**src/rtl/syn_inst_fetch_queue_pkg.sv**
```systemverilog
// Shared definitions for the instruction fetch queue.
//   IM_ADDR_BIT       : width of an instruction-memory word address
//   IFQ_DEPTH_DEFAULT : default number of queue entries
//   ifq_state_e       : fetch FSM encoding (IDLE / REQ / DROP)
//   addr_inc()        : word address + 1, wrapping modulo 2^IM_ADDR_BIT
package syn_inst_fetch_queue_pkg;

    localparam int IM_ADDR_BIT       = 10;
    localparam int IFQ_DEPTH_DEFAULT = 4;

    typedef logic [IM_ADDR_BIT-1:0] im_addr_t;

    typedef enum logic [1:0] {
        IFQ_ST_IDLE = 2'd0,  // queue full, no request on the bus
        IFQ_ST_REQ  = 2'd1,  // request at fetch_pc on the bus
        IFQ_ST_DROP = 2'd2   // stale request held until its ack, data discarded
    } ifq_state_e;

    function automatic im_addr_t addr_inc(input im_addr_t a);
        return a + im_addr_t'(1);
    endfunction

endpackage

```
**src/rtl/syn_inst_fetch_queue_buffer.sv**
```systemverilog
// Circular instruction buffer: entries, read/write pointers and occupancy.
// Each entry holds the instruction and its word address + 1.
//   clk, rst_n            : clock; rst_n is a synchronous ACTIVE-HIGH reset
//   push/push_inst/pc_4   : write one entry at the tail
//   pop                   : retire the head entry
//   flush                 : empty the buffer (overrides push and pop)
//   count / count_next    : current and next-cycle occupancy
//   head_inst / head_pc_4 : registered head entry
module syn_inst_fetch_queue_buffer
    import syn_inst_fetch_queue_pkg::*;
#(
    parameter int DEPTH = IFQ_DEPTH_DEFAULT
) (
    input  logic        clk,
    input  logic        rst_n,
    input  logic        push,
    input  logic        pop,
    input  logic        flush,
    input  logic [31:0] push_inst,
    input  im_addr_t    push_pc_4,
    output logic [3:0]  count,
    output logic [3:0]  count_next,
    output logic [31:0] head_inst,
    output im_addr_t    head_pc_4
);

    localparam int PTR_W = $clog2(DEPTH);
    typedef logic [PTR_W-1:0] ptr_t;

    logic [31:0] inst_mem [DEPTH];
    im_addr_t    pc_mem   [DEPTH];
    ptr_t        wr_ptr;
    ptr_t        rd_ptr;

    always_comb begin
        count_next = count;
        if (flush) begin
            count_next = '0;
        end else begin
            count_next = count + 4'(push) - 4'(pop);
        end
    end

    // NOTE: sequential state uses non-blocking assignments so every register
    // samples the pre-edge values regardless of statement order.
    always_ff @(posedge clk) begin
        if (rst_n) begin
            wr_ptr <= '0;
            rd_ptr <= '0;
            count  <= '0;
        end else if (flush) begin
            wr_ptr <= '0;
            rd_ptr <= '0;
            count  <= '0;
        end else begin
            // DEPTH is a power of two, so pointer overflow is the wrap.
            if (push) wr_ptr <= wr_ptr + ptr_t'(1);
            if (pop)  rd_ptr <= rd_ptr + ptr_t'(1);
            count <= count_next;
        end
    end

    // NOTE: the entry array has no reset; occupancy and pointers alone decide
    // which entries are meaningful, and an unreset array maps onto plain RAM.
    always_ff @(posedge clk) begin
        if (push) begin
            inst_mem[wr_ptr] <= push_inst;
            pc_mem[wr_ptr]   <= push_pc_4;
        end
    end

    assign head_inst = inst_mem[rd_ptr];
    assign head_pc_4 = pc_mem[rd_ptr];

endmodule

```
**src/rtl/syn_inst_fetch_queue.sv**
```systemverilog
// Instruction fetch queue: issues one outstanding instruction-memory request
// at a time, buffers returned instructions and presents them to IF/ID.
//   clk, rst_n          : clock; rst_n is a synchronous ACTIVE-HIGH reset
//   en                  : global enable, low freezes all state
//   redirect/_pc        : taken branch/jump; flush queue and refetch from _pc
//   im_req/im_addr      : memory request and word address
//   im_ack/im_inst      : memory completion and returned instruction
//   out_valid/out_ready : head handshake toward IF/ID
//   out_inst/out_pc_4   : head instruction and its word address + 1
//   count               : occupied entries
module syn_inst_fetch_queue
    import syn_inst_fetch_queue_pkg::*;
#(
    parameter int       DEPTH    = IFQ_DEPTH_DEFAULT,
    parameter im_addr_t RESET_PC = '0
) (
    input  logic        clk,
    input  logic        rst_n,
    input  logic        en,
    input  logic        redirect,
    input  im_addr_t    redirect_pc,
    output logic        im_req,
    output im_addr_t    im_addr,
    input  logic        im_ack,
    input  logic [31:0] im_inst,
    output logic        out_valid,
    input  logic        out_ready,
    output logic [31:0] out_inst,
    output im_addr_t    out_pc_4,
    output logic [3:0]  count
);

    localparam logic [3:0] DEPTH_CNT = 4'(DEPTH);

    ifq_state_e state, state_next;
    im_addr_t   fetch_pc, fetch_pc_next;
    im_addr_t   drop_addr, drop_addr_next;
    logic [3:0] count_next;
    logic       ack, push, pop, flush;

    assign im_req    = en && (state == IFQ_ST_REQ || state == IFQ_ST_DROP);
    assign im_addr   = (state == IFQ_ST_DROP) ? drop_addr : fetch_pc;
    assign ack       = im_req && im_ack;
    assign out_valid = (count != 4'd0);

    // A redirect discards both the returning instruction and the head pop.
    assign flush = en && redirect;
    assign push  = ack && (state == IFQ_ST_REQ) && !redirect;
    assign pop   = en && out_valid && out_ready && !redirect;

    syn_inst_fetch_queue_buffer #(
        .DEPTH (DEPTH)
    ) u_buffer (
        .clk        (clk),
        .rst_n      (rst_n),
        .push       (push),
        .pop        (pop),
        .flush      (flush),
        .push_inst  (im_inst),
        .push_pc_4  (addr_inc(fetch_pc)),
        .count      (count),
        .count_next (count_next),
        .head_inst  (out_inst),
        .head_pc_4  (out_pc_4)
    );

    // NOTE: every output of this block gets a default first, so no path can
    // leave a signal unassigned and infer a latch.
    always_comb begin
        state_next     = state;
        fetch_pc_next  = fetch_pc;
        drop_addr_next = drop_addr;
        if (redirect) fetch_pc_next = redirect_pc;

        unique case (state)
            IFQ_ST_IDLE: begin
                // Request again only once a slot will be free (credit rule).
                if (count_next < DEPTH_CNT) state_next = IFQ_ST_REQ;
            end
            IFQ_ST_REQ: begin
                if (redirect) begin
                    if (!ack) begin
                        // Keep the stale address on the bus until it completes.
                        drop_addr_next = fetch_pc;
                        state_next     = IFQ_ST_DROP;
                    end
                end else if (ack) begin
                    fetch_pc_next = addr_inc(fetch_pc);
                    state_next    = (count_next < DEPTH_CNT) ? IFQ_ST_REQ : IFQ_ST_IDLE;
                end
            end
            IFQ_ST_DROP: begin
                if (ack) state_next = IFQ_ST_REQ;
            end
            default: state_next = IFQ_ST_IDLE;
        endcase
    end

    always_ff @(posedge clk) begin
        if (rst_n) begin
            state     <= IFQ_ST_IDLE;
            fetch_pc  <= RESET_PC;
            drop_addr <= '0;
        end else if (en) begin
            state     <= state_next;
            fetch_pc  <= fetch_pc_next;
            drop_addr <= drop_addr_next;
        end
    end

endmodule

```
**config.mk**
```make
export PLATFORM = sky130hd
export DESIGN_NAME = syn_inst_fetch_queue
export DESIGN_NICKNAME = d
export VERILOG_FILES = /design/src/rtl/syn_inst_fetch_queue_pkg.sv /design/src/rtl/syn_inst_fetch_queue_buffer.sv /design/src/rtl/syn_inst_fetch_queue.sv
export SDC_FILE = /design/constraint.sdc
export NUM_CORES = 1
export LEC_CHECK = 0
export ABC_CLOCK_PERIOD_IN_PS = 5800
export CAP_MARGIN = 30
export CORE_MARGIN = 8
export CORE_UTILIZATION = 61
export CTS_BUF_LIST = sky130_fd_sc_hd__clkbuf_4
export DETAILED_ROUTE_END_ITERATION = 10
export GPL_TIMING_DRIVEN = 0
export PLACE_DENSITY = 0.85
export SLEW_MARGIN = 20
export SYNTH_ARGS = -nofsm -noshare
export SYNTH_HDL_FRONTEND = slang
export SYNTH_HIERARCHICAL = 1
export SYNTH_SLANG_ARGS = --single-unit
```
**constraint.sdc**
```tcl
create_clock -name clk -period 5.8 [get_ports clk]
set_input_delay 0.58 -clock clk [delete_from_list [all_inputs] [get_ports clk]]
set_output_delay 0.58 -clock clk [all_outputs]
set_load 0.01 [all_outputs]
```
==> results by group, run 1 <==
Setup path
  – Crit path required time: 6290 ps
  – Setup crit start kind: register
  – Crit Path Max Fanout: 16
  – Crit Path Class: register to register
  – Worst Path Arrival: 4490 ps
  – Worst R2R Path Depth: 16
  – Worst setup EP type: register

Timing
  – Period utilization: 69.0%
  – Setup-failing EPs final: 0
  – Sum Neg Setup Slack: 0 ps
  – Min Tclk post-route: 4000 ps
  – Slew Viols, Final: 0
  – Slew @ Worst Pin: 655 ps
  – Achievable frequency: 0.250 GHz
  – WHS: 517 ps
  – RSZ-0062 raised after global routing: false
  – Setup ws final: 1800 ps
  – Hold Vio Cnt, Final: 0
  – Worst slew margin: 56.4%
  – Fin Clk Skew: 25.7 ps

Cells and area
  – Fin area: 9690 um^2
  – Area delta synth->final: 20.8%
  – Fillers: 820
  – Final design utilization: 74.4%
  – Non-Filler Instances: 760
  – Ratio of cells with drive above 1 in the final layout: 18.5%
  – Total Nets Final: 632

Power
  – Switch Pwr: 514 uW
  – Total power: 2.51 mW
  – Leak Pwr: 3.17 nW
  – Worst IR Drop VDD: 0.000131 V
  – Combinational share of power: 5.7%
  – Internal power: 1.99 mW
  – Power per Cell Area: 258 nW/um^2
  – Switching Share: 20.5%
  – Clock power frac: 31.3%
  – Seq pwr share: 63.0%

Synth
  – Synth Area in Simple Gates: 5.08%
  – Top FF cell, synth: edfxtp_1
  – Yosys reg bits: 200
  – Adder-Cell Fraction of Synth Area: 2.28%
  – Compound-Gate Fraction of Synth Area: 3.52%
  – Synth Warn #: 6
  – Post-synth EDFFs: 168
  – Synth unique cells: 49
  – Synthesized net count: 505
  – Post-synth top area share: 62.9%
  – Leading area contributor after synthesis: edfxtp_1
  – Register area share after synthesis: 70.8%
  – Post-synthesis xor/xnor area fraction: 1.42%
  – Mean Syn Cell Area: 18.1 um^2
  – Post-synthesis mux area share: 14.0%
  – Largest family of logic cells by synthesized area: multiplexers
  – Synthesized area: 8030 um^2
  – Gate count of the mapped netlist: 443
  – Ranking of synthesized cells by area: edfxtp_1, mux4_2, dfxtp_1, ha_1, nor2_1
  – Ys async rst share: 0%

Die
  – Chip Width: 131 um
  – Rows: 42
  – I/O pin count: 106
  – Starting Density: 61.6%
  – Die ar.: 17100 um^2
  – Chip Height: 131 um
  – Core Box Area: 13000 um^2

Clocking
  – CTS tree: built
  – Clock sink count: 200
  – PostCTS Resize Cnt: 0
  – Max clock buf depth: 2
  – # hold bufs at CTS: 0
  – H-tree Lvls: 4
  – Clk slew on worst S/H paths: 160 ps
  – TritonCTS Buffers: 17
  – Root Driver: clkbuf_4
  – # Post-CTS Setup Buffers: 0
  – Clock insertion delay at the later pin of the skew report: 550 ps

Drt
  – 1st-iter DRT viols: 342
  – DR DRC count: 0
  – Final ANT Viol Nets: 0
  – Routed WL: 15400 um
  – Drt wl/cell: 20.3 um
  – Vias after detailed routing: 4349
  – Detailed Routing Iterations Pass 1: 4
  – Vias per cell: 5.72

Placed design
  – Placed Instances: 727
  – DP HPWL: 10500 um
  – Placer Congestion: 0.831
  – Placed inst area: 9370 um^2
  – Dpl ws: 1540 ps
  – PortBufs: 105

Job
  – Max cap viols: 0

Status
  – Status: complete, no violations

GRT
  – Vias in the first global route: 4623
  – GRT Total Usage: 19.1%
  – Total gr overflow: 0
  – First-pass GRT wire length: 24200 um
  – Largest net degree at the start of global routing: 43
  – Initial antenna violation count: 0

Hold path
  – Type of the worst min-delay path: register to register
  – Hold Path Cell Cnt: 2
==> per-layer routing <==
layer	vias up	global-route usage [%]	routed length, um
li1	1991	-	-
met2	152	33.2	7820
met5	-	0	0
met4	0	6.08	181
met1	2191	23.0	6380
met3	15	4.95	1010
==> cell usage in the layout, fill, tap and decap left out, types with 2 or more instances in the layout <==
master           synthesis  final
clkbuf_4                 0     19
clkdlybuf4s50_1          0    105
o21ai_0                 14     14
mux2i_1                 11     11
a211oi_1                 2      2
clkinv_2                 0      4
buf_12                   4      6
bufinv_16                0      4
and3_1                   3      3
a21oi_1                 12     12
edfxtp_1               168    168
or4_1                    2      2
xor2_1                   4      4
clkinv_4                 0      2
xnor2_1                  9      9
mux4_1                   2      2
nand3_2                  2      2
mux2_2                   5      5
nand2_1                 11     11
inv_1                   16     16
clkbuf_1                 6      6
buf_2                    7      7
nor2_1                  31     31
nand4_1                  3      3
buf_6                    2      2
o22ai_1                  2      2
ha_1                    13     13
a311o_1                  4      4
and2_2                   1      4
and4_1                   2      2
nand3_1                  5      5
nor2b_1                  4      4
mux4_2                  40     40
nor3_1                   3      3
dfxtp_1                 32     32
==> synthesized netlist by cell type (all sizes together), types with 3 or more instances <==
cell / instances
edfxtp: 168
ha: 13
and2: 6
mux2: 5
o21ai: 14
inv: 17
buf: 14
dfxtp: 32
and3: 3
nor3: 4
clkbuf: 6
nor2b: 4
mux2i: 11
xnor2: 9
nor2: 31
nand4: 3
a311o: 4
nand2: 12
a21oi: 12
nand3: 7
mux4: 42
xor2: 4
==> kinds of logic (layout without fill, tap and decap cells) <==
group | count (synthesis) | count (layout)
adder cells (fa/ha/maj) | 14 | 14
XOR/XNOR | 13 | 13
flip-flops | 200 | 200
multiplexers | 58 | 58
AND/OR/NAND/NOR | 78 | 78
AO/OA/AOI/OAI | 43 | 43
buffers and inverters | 37 | 177
other | 0 | 1
==> cell type report <==
cell class              instances  area, um^2  area share (%)
repair buffers                108        1120            11.5
plain buffers                  20         168            1.73
clock buffers                  19         143            1.47
diodes                          1        2.50          0.0258
clock inverters                13         178            1.83
flip-flops and latches        200        5690            58.6
well taps                     176         220            2.27
inverters                      17        66.3           0.684
multi-input cells             206        2110            21.8
==> registers in the layout (all words and copies together) (netlist names), named ones only <==
| signal | flops |
|---|---|
| u_buffer/pc_mem | 40 |
| fetch_pc | 10 |
| u_buffer/rd_ptr | 2 |
| drop_addr | 10 |
| u_buffer/count | 4 |
| u_buffer/wr_ptr | 2 |
| state | 2 |
| u_buffer/inst_mem | 128 |
==> worst max-delay path, cell delays in order (launching register included) <==
cell,delay (ps)
dfxtp_1,430
inv_1,100
ha_1,390
and4b_1,340
nand2_4,120
inv_4,180
inv_1,70
ha_1,280
inv_1,40
ha_1,200
fa_1,390
xnor2_1,210
nor2_1,80
o21ai_0,270
nand3_2,140
or4_1,520
a21oi_1,170
==> power by group through the flow <==
stage	clock [mW]	combinational [mW]	sequential (mW)
finish	0.784	0.144	1.58
floorplan	0	0.0651	1.61
global placement	0	0.137	1.61
CTS	0.796	0.144	1.58
detailed placement	0	0.143	1.61
global route	0.854	0.156	1.58
==> final timing paths <==
check	to	startpoint	slack, ps
max reg2reg	state[0]	state[0]	1800
max	state[0]	state[0]	1800
min	drop_addr[2]	drop_addr[2]	520
min reg2reg	drop_addr[2]	drop_addr[2]	520
Note: power is estimated with default switching activity, not from simulation.
==> run 2, diff against run 1 <==
Settings changed: ABC_CLOCK_PERIOD_IN_PS 5800 to 3800, CORE_UTILIZATION 61 to 57, PLACE_DENSITY 0.85 to 0.8.
Clock period 5.8 ns to 3.8 ns, I/O delays scaled along.
==> run 2 against run 1 <==
Effect of this change: register-to-register slack lost 1600 ps; critical path type unchanged; sequential share of layout area grew 0.65 points; highest routed layer unchanged; cell count grew 0.13%; largest power group unchanged; critical endpoint unchanged.
==> results by group, run 2 (synthesis gave the netlist of run 1 again) <==
Drt
  – Vias after detailed routing: 4343
  – Final ANT Viol Nets: 0
  – Routed WL: 15000 um
  – Drt wl/cell: 19.7 um
  – Vias per cell: 5.71
  – DR DRC count: 0
  – Detailed Routing Iterations Pass 1: 5
  – 1st-iter DRT viols: 338

Cells and area
  – Commonest cells after routing, fill and taps aside: edfxtp_1, clkdlybuf4s50_1, mux4_2, nor2_1, dfxtp_1
  – Fillers: 888
  – Ratio of cells with drive above 1 in the final layout: 18.9%
  – Multi-input logic area: 2130 um^2
  – Fin area: 9590 um^2
  – Storage cell area: 5690 um^2
  – ANT cells: 0
  – Largest Register: u_buffer/inst_mem
  – Total Nets Final: 630
  – Biggest regs: u_buffer/inst_mem (128), u_buffer/pc_mem (40)
  – Max FFs per register: 128
  – Commonest non-fill, non-tap cell in the layout: edfxtp_1
  – Area delta synth->final: 19.5%

GRT
  – Total gr overflow: 0
  – Initial antenna violation count: 0
  – Largest net degree at the start of global routing: 43
  – GRT Total Usage: 17.0%
  – Vias in the first global route: 4532
  – First-pass GRT wire length: 23400 um

Die
  – Chip Width: 135 um
  – Core Box Area: 13800 um^2
  – I/O pin count: 106
  – Starting Density: 58.0%
  – Die ar.: 18100 um^2
  – Chip Height: 135 um
  – Rows: 43

Placed design
  – PortBufs: 105
  – Placed inst area: 9310 um^2
  – Placer Congestion: 0.823
  – DP HPWL: 9830 um

Timing
  – Sum Neg Setup Slack: 0 ps
  – Setup-failing EPs final: 0
  – Slew @ Worst Pin: 668 ps
  – Period utilization: 95.7%
  – Fin Clk Skew: 19.2 ps
  – Slew Viols, Final: 0
  – Worst slew margin: 55.4%
  – Hold Vio Cnt, Final: 0
  – Min Tclk post-route: 3640 ps
  – Achievable frequency: 0.275 GHz

Clocking
  – H-tree Lvls: 4
  – # hold bufs at CTS: 0
  – Clock insertion delay at the later pin of the skew report: 580 ps
  – Root Driver: clkbuf_4
  – Clock sink count: 200
  – Clk slew on worst S/H paths: 150 ps
  – Max clock buf depth: 2
  – CTS tree: built
  – TritonCTS Buffers: 17

Power
  – Worst IR Drop VDD: 0.000169 V
  – Leak Pwr: 3.12 nW
  – Combinational share of power: 6.2%
  – Power per Cell Area: 378 nW/um^2
  – Internal power: 2.84 mW
  – Clock power frac: 27.4%
  – Seq pwr share: 66.5%
  – Switching Share: 21.6%
  – Switch Pwr: 782 uW

Status
  – Status: complete, no violations

Setup path
  – Crit path required time: 4320 ps
  – Crit Path Max Fanout: 16
  – Worst setup EP type: register
  – Crit Path Class: register to register
  – Worst Path Arrival: 4160 ps
  – Setup crit start kind: register

Hold path
  – Type of the worst min-delay path: input port to register

Job
  – Max cap viols: 0
## run 2: changes by cell type in the layout (fill, tap and decap cells not counted), sizes merged
cell / previous run / this run
buf: 17 / 15
diode: 1 / 0
clkinv: 7 / 11
bufinv: 4 / 1
inv: 18 / 17
## run 2: metrics by stage
| stage | hold slack, ps | setup WS (ps) | total power [mW] | cells | utilization (%) |
|---|---|---|---|---|---|
| after global routing | 301 | -26.7 | 3.75 | 761 | 69.4 |
| after global placement | 468 | -118 | 2.66 | 728 | 67.3 |
| after CTS | 284 | 26.1 | 3.65 | 760 | 69.2 |
| final | 331 | 163 | 3.62 | 761 | 69.4 |
| after floorplan | 452 | 389 | 2.55 | 443 | - |
| after detailed placement | 489 | -182 | 2.67 | 728 | 67.4 |
## run 2: worst max-delay path: stages (launching register included)
cell     delay (ps)
dfxtp_2         390
inv_1            80
ha_2            400
and4b_2         300
nand2_4         110
inv_8           140
inv_1            60
ha_1            270
inv_1            40
ha_1            200
fa_1            420
xnor2_2         180
nor2_1           90
o21ai_2         150
nand3_2         100
or4_1           510
a21oi_1         140
## run 2: repair_timing
action	CTS	global route
gates resized for setup	2	7
pin swaps	0	1
setup buffers	0	1
setup endpoints to repair	1	1
## run 2: power groups by stage
| stage | logic (mW) | registers, mW | clock network, mW |
|---|---|---|---|
| floorplan | 0.0994 | 2.45 | 0 |
| global placement | 0.210 | 2.45 | 0 |
| detailed placement | 0.219 | 2.46 | 0 |
| CTS | 0.221 | 2.41 | 1.02 |
| global route | 0.243 | 2.41 | 1.10 |
| finish | 0.223 | 2.41 | 0.991 |
## run 2: worst paths after layout
| check | startpoint | to | slack [ps] | depth (start not counted) |
|---|---|---|---|---|
| worst min-delay path | redirect_pc[0] | fetch_pc[0] | 330 | 3 |
| worst max-delay path | state[1] | state[0] | 160 | 16 |
| worst max register to register | state[1] | state[0] | 160 | 16 |
| worst min register to register | state[0] | state[0] | 520 | 2 |
## run 2: metal layers
| metal | part of all wire (%) | routed length [um] | vias up | global-route usage, % |
|---|---|---|---|---|
| li1 | - | - | 1987 | - |
| met3 | 8.6 | 1280 | 24 | 6.61 |
| met5 | 0 | 0 | - | 0 |
| met4 | 1.5 | 229 | 0 | 5.55 |
| met2 | 49 | 7370 | 171 | 28.0 |
| met1 | 41 | 6110 | 2161 | 20.2 |
## run 2: final cells by class
type / instances / share of cell area, %
Multi-Input combinational cell: 206 / 22.2
Inverter: 17 / 0.743
Buffer: 20 / 1.75
Clock inverter: 13 / 1.12
Tap cell: 180 / 2.35
Sequential cell: 200 / 59.3
Timing Repair Buffer: 106 / 11.0
Clock buffer: 19 / 1.49
